**src/rtl/mixcolumns_seq.sv**
```systemverilog
// AES MixColumns over a 128-bit state, COLS_PER_CYCLE columns per clock.
// Latency: 4/COLS_PER_CYCLE RUN cycles after accept; bypass goes straight to DONE.
// Backpressure: single job in flight; in_ready only in IDLE, DONE holds until out_ready.
module mixcolumns_seq #(
  parameter int COLS_PER_CYCLE = 1
) (
  input  logic         clk,
  input  logic         rst_n,
  input  logic         in_valid,
  output logic         in_ready,
  input  logic [127:0] in_data,
  input  logic         in_bypass,
  output logic         out_valid,
  input  logic         out_ready,
  output logic [127:0] out_data,
  input  logic         abort,
  output logic         busy
);

  localparam int NGRP = 4 / COLS_PER_CYCLE;
  localparam int GW   = (NGRP > 1) ? $clog2(NGRP) : 1;
  localparam logic [GW-1:0] LAST_GRP = GW'(NGRP - 1);

  localparam logic [1:0] S_IDLE = 2'd0;
  localparam logic [1:0] S_RUN  = 2'd1;
  localparam logic [1:0] S_DONE = 2'd2;

  logic [1:0]    r_state;
  logic [GW-1:0] r_grp;
  logic [127:0]  r_src;
  logic [127:0]  r_res;
  logic          r_live;

  logic [1:0]  w_idx     [COLS_PER_CYCLE];
  logic [31:0] w_col_in  [COLS_PER_CYCLE];
  logic [31:0] w_col_out [COLS_PER_CYCLE];
  logic        w_accept;

  function automatic logic [7:0] xtime(input logic [7:0] a);
    return {a[6:0], 1'b0} ^ (a[7] ? 8'h1b : 8'h00);
  endfunction

  // Byte 0 of the column word is row 0.
  function automatic logic [31:0] mix_col(input logic [31:0] col);
    logic [7:0] a0, a1, a2, a3;
    logic [7:0] r0, r1, r2, r3;
    a0 = col[7:0];
    a1 = col[15:8];
    a2 = col[23:16];
    a3 = col[31:24];
    r0 = xtime(a0) ^ (xtime(a1) ^ a1) ^ a2 ^ a3;
    r1 = a0 ^ xtime(a1) ^ (xtime(a2) ^ a2) ^ a3;
    r2 = a0 ^ a1 ^ xtime(a2) ^ (xtime(a3) ^ a3);
    r3 = (xtime(a0) ^ a0) ^ a1 ^ a2 ^ xtime(a3);
    return {r3, r2, r1, r0};
  endfunction

  // Only COLS_PER_CYCLE mixers exist; the group counter steers src columns into them.
  for (genvar j = 0; j < COLS_PER_CYCLE; j++) begin : g_mix
    assign w_idx[j]     = 2'(int'(r_grp) * COLS_PER_CYCLE + j);
    assign w_col_in[j]  = r_src[{w_idx[j], 5'd0} +: 32];
    assign w_col_out[j] = mix_col(w_col_in[j]);
  end

  // r_live keeps in_ready low during reset and until the first edge after release.
  assign in_ready  = r_live && (r_state == S_IDLE);
  assign w_accept  = in_valid && in_ready;
  assign out_valid = (r_state == S_DONE);
  assign busy      = (r_state == S_RUN) || (r_state == S_DONE);
  assign out_data  = r_res;

  always_ff @(posedge clk or negedge rst_n) begin
    if (!rst_n) begin
      r_state <= S_IDLE;
      r_grp   <= '0;
      r_src   <= '0;
      r_res   <= '0;
      r_live  <= 1'b0;
    end else begin
      r_live <= 1'b1;
      if (abort) begin
        r_state <= S_IDLE;
        r_grp   <= '0;
      end else begin
        case (r_state)
          S_IDLE: begin
            if (w_accept) begin
              r_src <= in_data;
              r_grp <= '0;
              if (in_bypass) begin
                r_res   <= in_data;
                r_state <= S_DONE;
              end else begin
                r_state <= S_RUN;
              end
            end
          end
          S_RUN: begin
            for (int j = 0; j < COLS_PER_CYCLE; j++) begin
              r_res[{w_idx[j], 5'd0} +: 32] <= w_col_out[j];
            end
            if (r_grp == LAST_GRP) begin
              r_grp   <= '0;
              r_state <= S_DONE;
            end else begin
              r_grp <= r_grp + 1'b1;
            end
          end
          S_DONE: begin
            if (out_ready) r_state <= S_IDLE;
          end
          default: r_state <= S_IDLE;
        endcase
      end
    end
  end

endmodule

```
**config.mk**
```make
export PLATFORM = sky130hd
export DESIGN_NAME = mixcolumns_seq
export DESIGN_NICKNAME = d
export VERILOG_FILES = /design/src/rtl/mixcolumns_seq.sv
export SDC_FILE = /design/constraint.sdc
export NUM_CORES = 1
export LEC_CHECK = 0
export CAP_MARGIN = 20
export CORE_MARGIN = 1.5
export CORE_UTILIZATION = 36
export CTS_BUF_LIST = sky130_fd_sc_hd__clkbuf_16
export DETAILED_ROUTE_END_ITERATION = 6
export PLACE_DENSITY_LB_ADDON = 0.05
export SYNTH_ARGS = -nofsm -noshare
export SYNTH_HDL_FRONTEND = slang
export SYNTH_SLANG_ARGS = --single-unit
```
**constraint.sdc**
```tcl
create_clock -name clk -period 5.68 [get_ports clk]
set_clock_uncertainty 0.2 [all_clocks]
set_input_delay 1.136 -clock clk [delete_from_list [all_inputs] [get_ports clk]]
set_output_delay 1.136 -clock clk [all_outputs]
set_load 0.01 [all_outputs]
```
==> impl_metrics.yaml, run 1 <==
status:
  status: "complete, no violations"
layout:
  syn_to_final_growth_pct: 33.32
  nets: 1401
  finalNonFillerCells: 1730
  diodes: 0
  fin_area_sq_um: 16560
  num-fill-cells: 3027
  multiInputGateArea_sq_um: 5610
  layout-drive-gt1-share_pct: 19.58
  regArea_sq_um: 6534
global_route:
  gr-total-overflow: 0
  grt_use_total_pct: 23.36
  antenna_found_initial: 1
  grt_pass1_vias: 9461
  grt_max_degree: 126
  grt_pass1_wl_mm: 62.52
logic_synthesis:
  netlist_area_sq_um: 12420
  synth_cell_types: 33
  synth_area_per_cell_sq_um: 12.23
  ys_ff_latch: 261
  ys_seq_area_share_pct: 52.57
  synth-edff-count: 0
  syn_nets: 1157
  syn_inst: 1016
  synth_flop_cell: "dfrtp_1"
  synthArstFlopShare_pct: 100.0
  ys_warn_count: 0
cts:
  cts_tree: "yes"
  cts_inserted_buffers: 29
  clock_path_buffers: 3
  insertion_delay_ps: 560
  clkTransAtPathRegs_ps: 60
  post_cts_buffers: 0
  cts.sinks: 261
  hold_buffers: 0
  cts_resized: 0
  cts-root-buf: "clkbuf_16"
  htreeDepth: 1
sta:
  setup_violations: 0
  hold_ws_ps: 286.8
  drv_slew: 0
  tns_ps: 0
  rsz0062_at_grt: "no"
  timing.fmax_mhz: 286.3
  relSlewSlack_pct: 26.25
  tightest_slew_ps: 1102
  hold_viol_final: 0
  period_share_pct: 61.50
  min_period_ps: 3493
power_and_ir_drop:
  total_power_mw: 11.64
  powerDensity_nw_per_um2: 702.7
  p_leak_nw: 6.983
  irDropWorstVdd_mv: 0.4134
worst_setup_path:
  critPathMaxFanout: 10
  crit_chain: "inv_1, ha_1, and2_1, clkdlybuf4s50_1"
  critPathMaxStageDelay_ps: 540
  crit_path_start: "r_state[0]$_DFFE_PN0P_"
  reg2reg_from: "r_grp[0]$_DFFE_PN0P_"
  crit_type: "register to output port"
  crit_slowest_cell: "clkdlybuf4s50_1"
  cp-start-kind: "register"
  endpoint_kind: "output port"
  required_ps: 4340
  arrival_ps: 2160
job:
  cap_violations: 0
detailed_routing:
  drt_iter0_markers: 654
  firstDrtPassIters: 5
  post_drt_wl_per_cell_um: 23.88
  ant_nets: 0
  drt-vias-per-instance: 5.336
  num_vias: 9231
  drc: 0
  routed_wl_mm: 41.32
floorplanning:
  start_util_pct: 36.77
  die_area_sq_um: 35630
  die_h_um: 188.8
  row_count: 67
  io_pins: 265
  core_area_sq_um: 33780
  dieWidth_um: 188.8
placed_design:
  io_buffers: 264
  dp_hpwl_mm: 28.37
  dp.cells: 1677
  post_dp_cell_area_sq_um: 15590
  gp_congestion: 0.7782
hold_path:
  hold_path_class: "register to register"
  min-delay-start: "out_data[56]$_DFFE_PN0P_"
-- layout by cell type, fill, tap and decap left out, drive strengths merged, types with 27 or more instances in the layout --
master / synthesis / routed
clkbuf: 62 / 29
nand2: 211 / 211
mux2: 128 / 128
clkdlybuf4s50: 0 / 263
dfrtp: 261 / 261
xor2: 27 / 27
xnor2: 84 / 84
o21ai: 28 / 28
mux4: 32 / 32
o221ai: 104 / 104
-- cell usage after synthesis, types with 5 or more instances --
cell	count	area, sq um
dfrtp_1	261	6531
nand2_1	211	792.0
mux2_2	128	1441
o221ai_1	104	910.9
xnor2_1	73	639.4
clkbuf_1	62	232.7
mux4_2	32	720.7
a22oi_1	24	180.2
o21ai_0	22	110.1
xor2_1	22	192.7
xnor2_2	10	162.7
buf_2	7	35.03
ha_1	7	87.58
a21oi_1	6	30.03
inv_1	6	22.52
o21ai_1	6	30.03
nor2_1	5	18.77
xor2_2	5	81.33
-- per-layer routing --
layer	GRT usage, %	part of all wire, %
met5	0	0.031
met2	36.16	45
met4	4.548	1.6
met1	34.32	47
met3	4.228	5.8
-- through the flow --
stage	utilization, %	worst slack (ps)
floorplan	-	2932
global route	49.02	1939
global placement	46.15	2136
finish	49.02	2187
detailed placement	46.15	2103
CTS	49.02	2097
-- kinds of logic (layout without fill, tap and decap cells) --
| family | Yosys count | in the layout | share of synthesized area [%] |
|---|---|---|---|
| AO/OA/AOI/OAI | 166 | 166 | 10.40 |
| XOR/XNOR | 111 | 111 | 8.883 |
| adder cells (fa/ha/maj) | 7 | 7 | 0.7050 |
| buffers and inverters | 79 | 345 | 2.669 |
| flip-flops | 261 | 261 | 52.57 |
| multiplexers | 160 | 160 | 17.40 |
| other | 1 | 1 | 0.03019 |
| AND/OR/NAND/NOR | 231 | 231 | 7.332 |
-- report_power, final --
part	internal, mW	switching, mW	leakage [nW]	total (mW)
clock network	1.15	0.800	0.497	1.95
registers	2.75	0.559	3.20	3.31
logic	2.74	3.64	3.29	6.38
-- worst max-delay path: cells and delay by family (launching register included) --
kind          cells  cell delay (ps)
fa+ha+maj         1              380
buf+inv           2              630
flops             1              400
simple gates      1              210
-- worst paths after layout --
check,endpoint,slack (ps),cells past startpoint
setup / recovery,in_ready,2190,4
max in group asynchronous,r_src[94]$_DFFE_PN0P_,3600,2
hold / removal,out_data[56]$_DFFE_PN0P_,290,2
setup reg to reg,out_data[82]$_DFFE_PN0P_,2200,6
min in group asynchronous,out_data[8]$_DFFE_PN0P_,470,1
hold reg to reg,out_data[56]$_DFFE_PN0P_,290,2
-- flip-flops by register name (all words and copies together), names as in the netlist --
register	flops
out_data	128
r_grp	2
r_src	128
r_live	1
r_state	2
-- final cells by class --
class                      instances  share of cell area (%)
sequential                       261                   39.45
multi-input combinational        676                   33.87
tap                              448                   3.384
clock buffer                      29                   4.382
clock inverter                    24                   1.473
inverter                           6                  0.1511
timing repair buffer             286                   17.28
Power figures use the tool's default switching activity.
==> run 2, diff against run 1 <==
- clock period: 5.68 -> 3.4 ns (I/O delays scaled with it)
==> run 2 against run 1 <==
- cell count up 0.92%
- critical path depth up 1
- clock-buffer cell count unchanged
- largest cell class unchanged
- highest routed layer unchanged
==> impl_metrics.yaml, run 2 (synthesis gave the netlist of run 1 again) <==
status:
  status: "complete, no violations"
worst_setup_path:
  path_delay_family: "buffers and inverters"
  rr_worst_depth: 6
  endpoint_kind: "output port"
  crit_chain: "inv_1, ha_1, buf_4, and2_1, clkdlybuf4s50_1"
  timing.rr.end: "out_data[17]$_DFFE_PN0P_"
  crit_type: "register to output port"
  critPathMaxStageDelay_ps: 530
  critPathMaxFanout: 9
  crit_slowest_cell: "clkdlybuf4s50_1"
  cp-start-kind: "register"
  path_buf_inv: 3
  arrival_ps: 2050
  reg2reg_from: "r_grp[0]$_DFFE_PN0P_"
  required_ps: 2520
  r2r_slack_ps: 500
detailed_routing:
  routed_wl_mm: 40.94
  firstDrtPassIters: 5
  num_vias: 9385
  ant_nets: 0
  drt_iter0_markers: 547
  drt-vias-per-instance: 5.375
  drc: 0
  post_drt_wl_per_cell_um: 23.45
job:
  cap_violations: 0
global_route:
  grt_use_total_pct: 22.94
  grt_pass1_vias: 9411
  grt_max_degree: 88
  grt_pass1_wl_mm: 61.57
  antenna_found_initial: 1
  gr-total-overflow: 0
sta:
  relSlewSlack_pct: 39.51
  min_period_ps: 2928
  drv_slew: 0
  period_share_pct: 86.12
  setup_violations: 0
  hold_ws_ps: 288.5
  tns_ps: 0
  timing.fmax_mhz: 341.5
  hold_viol_final: 0
  rsz0062_at_grt: "no"
  tightest_slew_ps: 903.9
layout:
  syn_to_final_growth_pct: 34.51
  multiInputGateArea_sq_um: 5610
  diodes: 0
  num-fill-cells: 3079
  regArea_sq_um: 6534
  layout_common_cells: "263 x clkdlybuf4s50_1, 259 x dfrtp_1, 211 x nand2_1, 128 x mux2_2, 104 x o221ai_1"
  layout-drive-gt1-share_pct: 20.34
  layout.cells.most_common: "clkdlybuf4s50_1"
  fin_area_sq_um: 16710
  nets: 1417
power_and_ir_drop:
  power_frac_seq_pct: 28.2
  clockPowerShare_pct: 15.4
  powerDensity_nw_per_um2: 1166
  swShare_pct: 42.79
  total_power_mw: 19.49
  power.switching_mw: 8.340
  p_leak_nw: 7.051
  irDropWorstVdd_mv: 0.6145
  combPwrFrac_pct: 56.4
  p_int_mw: 11.15
cts:
  insertion_delay_ps: 560
  clkTransAtPathRegs_ps: 60
  htreeDepth: 1
  clock_path_buffers: 3
  cts_tree: "yes"
  cts-root-buf: "clkbuf_16"
  post_cts_buffers: 0
  cts.sinks: 261
  cts_inserted_buffers: 29
floorplanning:
  io_pins: 265
  dieWidth_um: 188.8
  start_util_pct: 36.77
  core_area_sq_um: 33780
  die_area_sq_um: 35630
  die_h_um: 188.8
  row_count: 67
hold_path:
  whs_path_depth: 2
  whs_endpoint: "out_data[46]$_DFFE_PN0P_"
  hold_path_class: "register to register"
  min-delay-start: "out_data[46]$_DFFE_PN0P_"
placed_design:
  post_dp_cell_area_sq_um: 15810
  io_buffers: 264
  gp_congestion: 0.8179
  dp_hpwl_mm: 28.87
## run 2: cell types whose count changed in the layout (fill, tap and decap cells not counted)
cell	previous run	this run
clkinv_2	7	6
dlygate4sd3_1	0	1
clkinv_4	1	0
buf_12	4	12
clkinv_1	4	6
clkinvlp_4	1	4
buf_4	18	25
bufinv_16	5	2
## run 2: how the worst max path moves through the flow
| stage | start | slack [ps] | end | depth (start not counted) |
|---|---|---|---|---|
| 2_1_floorplan | r_grp[0]$_DFFE_PN0P_ | 950 | out_data[22]$_DFFE_PN0P_ | 7 |
| 4_1_cts | r_state[1]$_DFFE_PN0P_ | 430 | in_ready | 5 |
| 3_5_place_dp | in_bypass | 410 | out_data[83]$_DFFE_PN0P_ | 8 |
| 6_report | r_state[1]$_DFFE_PN0P_ | 470 | in_ready | 5 |
| 3_3_place_gp | in_valid | 440 | out_data[83]$_DFFE_PN0P_ | 8 |
| 5_1_grt | r_grp[0]$_DFFE_PN0P_ | 320 | out_data[49]$_DFFE_PN0P_ | 6 |
## run 2: cell type report
type                            instances  share of cell area, %
Multi-Input combinational cell        676                  33.57
Inverter                                6                 0.1497
Timing Repair Buffer                  302                  18.46
Clock buffer                           29                  4.343
Clock inverter                         24                  1.018
Tap cell                              448                  3.354
Sequential cell                       261                  39.10
## run 2: per-layer routing
metal	routed length (um)	GRT usage [%]	part of all wire, %	vias to the layer above
met5	13	0	0.032	-
met4	610	4.518	1.5	2
met3	2474	4.098	6.0	47
met2	19200	35.99	47	333
met1	18650	33.30	46	4802
li1	-	-	-	4201
## run 2: timing repair
item	CTS	global route
resized for setup	0	0
endpoints found under the setup margin	0	0
hold buffers	1	0
endpoints found under the hold margin	82	0
## run 2: worst register-to-register path: stages, from the launching register on
cell	delay [ps]
dfrtp_2	410
buf_12	210
mux4_2	690
xnor2_2	350
xnor2_1	120
xnor2_1	550
o221ai_1	220
## run 2: through the flow
stage          setup slack (ps)  utilization (%)  instances
6_report                  472.0            49.46       1746
5_1_grt                   323.3            49.46       1746
4_1_cts                   432.5            49.46       1746
3_5_place_dp              408.8            46.78       1692
3_3_place_gp              437.5            46.78       1692
2_1_floorplan             951.1                -       1016
## run 2: power groups by stage
stage / Clock, mW / Sequential (mW) / Combinational (mW)
3_5_place_dp: 0 / 5.53 / 11.0
6_report: 3.01 / 5.50 / 11.0
4_1_cts: 3.08 / 5.50 / 11.1
5_1_grt: 3.21 / 5.67 / 11.8
2_1_floorplan: 0 / 5.55 / 6.07
3_3_place_gp: 0 / 5.54 / 11.0
==> run 3, diff against run 2 <==
- SETUP_SLACK_MARGIN: default -> 0.5
==> run 3 against run 2 <==
- via count barely moved
- maximum frequency rose by 3.3%
- register-to-register slack improved by 60 ps
- critical path depth rose by 1
- total power rose by 2.9%
- cell count did not move
- clock-buffer cell count did not move
- sequential cell count did not move
- hold slack barely moved
- die area did not move
- global-route usage barely moved
- routed wire length rose by 0.52%
- critical endpoint is now out_data[6]$_DFFE_PN0P_
- largest cell class unchanged
==> impl_metrics.yaml, run 3 (synthesis gave the netlist of run 1 again) <==
floorplanning:
  row_count: 67
  die_h_um: 188.8
  core_area_sq_um: 33780
  die_area_sq_um: 35630
  dieWidth_um: 188.8
  start_util_pct: 36.77
  io_pins: 265
detailed_routing:
  drt-vias-per-instance: 5.370
  num_vias: 9376
  post_drt_wl_per_cell_um: 23.57
  drc: 0
  routed_wl_mm: 41.16
  ant_nets: 0
  firstDrtPassIters: 5
  drt_iter0_markers: 550
power_and_ir_drop:
  powerDensity_nw_per_um2: 1193
  irDropWorstVdd_mv: 0.6972
  p_leak_nw: 7.124
placed_design:
  gp_congestion: 0.8179
  io_buffers: 264
  dp_hpwl_mm: 28.87
layout:
  num-fill-cells: 3072
  regArea_sq_um: 6534
  diodes: 0
  layout.cells.most_common: "clkdlybuf4s50_1"
  syn_to_final_growth_pct: 35.35
  nets: 1417
  final_util_pct: 49.77
  multiInputGateArea_sq_um: 5715
  layout_common_cells: "262 x clkdlybuf4s50_1, 259 x dfrtp_1, 211 x nand2_1, 128 x mux2_2, 104 x o221ai_1"
  layout-drive-gt1-share_pct: 21.42
global_route:
  grt_pass1_wl_mm: 61.59
  antenna_found_initial: 1
  gr-total-overflow: 0
  grt_max_degree: 88
  grt_use_total_pct: 22.95
  grt_pass1_vias: 9415
cts:
  htreeDepth: 1
  cts_inserted_buffers: 29
  cts.sinks: 261
  cts-root-buf: "clkbuf_16"
  insertion_delay_ps: 560
  clkTransAtPathRegs_ps: 60
  clock_path_buffers: 3
  cts_tree: "yes"
sta:
  min_period_ps: 2835
  tightest_slew_ps: 900.9
  relSlewSlack_pct: 39.71
  tns_ps: 0
  hold_ws_ps: 288.5
  timing.fmax_mhz: 352.7
  rsz0062_at_grt: "yes"
  period_share_pct: 83.39
  hold_viol_final: 0
  drv_slew: 0
  setup_violations: 0
worst_setup_path:
  crit_chain: "buf_12, mux4_2, xor2_2, xnor2_1, xor2_1, o221ai_1"
  crit_type: "register to register"
  crit_slowest_cell: "mux4_2"
  path_buf_inv: 1
  r2r_slack_ps: 560
  cp-start-kind: "register"
  critPathMaxStageDelay_ps: 650
  endpoint_kind: "register"
  arrival_ps: 3020
  path_delay_family: "XOR/XNOR gates"
  required_ps: 3590
  critPathMaxFanout: 18
job:
  cap_violations: 0
hold_path:
  hold_path_class: "register to register"
status:
  status: "complete, no violations"
==> run 3: layout make-up <==
type,instances,share of cell area (%)
timing repair buffer,302,18.34
inverter,6,0.1488
multi-input combinational,676,33.99
sequential,261,38.86
clock buffer,29,4.316
tap,448,3.334
clock inverter,24,1.012
==> run 3: stage by stage <==
step | total power, mW | cell area, sq um | cells | setup WS [ps]
2_1_floorplan | 11.62 | 12420 | 1016 | 951.1
3_3_place_gp | 16.56 | 15810 | 1692 | 437.5
3_5_place_dp | 16.56 | 15810 | 1692 | 408.8
4_1_cts | 19.77 | 16720 | 1746 | 500.8
5_1_grt | 21.21 | 16810 | 1746 | 359.3
6_report | 20.06 | 16810 | 1746 | 564.8
==> run 3: per-layer routing <==
metal	track usage (%)	part of all wire, %
met1	33.33	46
met4	4.518	1.4
met3	4.098	5.9
met5	0	0.032
met2	36.00	47
==> run 3: worst paths after layout <==
| check | cells after the start | to | startpoint |
|---|---|---|---|
| setup / recovery | 6 | out_data[6]$_DFFE_PN0P_ | r_grp[0]$_DFFE_PN0P_ |
| hold / removal | 2 | out_data[46]$_DFFE_PN0P_ | out_data[46]$_DFFE_PN0P_ |
| setup reg to reg | 6 | out_data[6]$_DFFE_PN0P_ | r_grp[0]$_DFFE_PN0P_ |
| hold reg to reg | 2 | out_data[46]$_DFFE_PN0P_ | out_data[46]$_DFFE_PN0P_ |
| max in group asynchronous | 3 | out_data[52]$_DFFE_PN0P_ | rst_n |
| min in group asynchronous | 2 | out_data[101]$_DFFE_PN0P_ | rst_n |
==> run 3: worst reg2reg max path: stages (launching register included) <==
cell and delay, ps:
dfrtp_2 410, buf_12 200, mux4_2 660, xor2_2 310, xnor2_1 190, xor2_1 490, o221ai_1 210
==> run 3: power by group <==
group	switching [mW]	internal, mW	leakage [nW]
combinational	6.37	5.18	3.48
clock	1.31	1.70	0.450
sequential	0.901	4.60	3.20
total	8.58	11.5	7.12
==> run 3: timing repair <==
action / in CTS / in global routing
gates resized for setup: 3 / 12
endpoints found under the setup margin: 3 / 41
setup buffers: 0 / 0
hold endpoints to repair: 82 / 0
hold buffers: 1 / 0
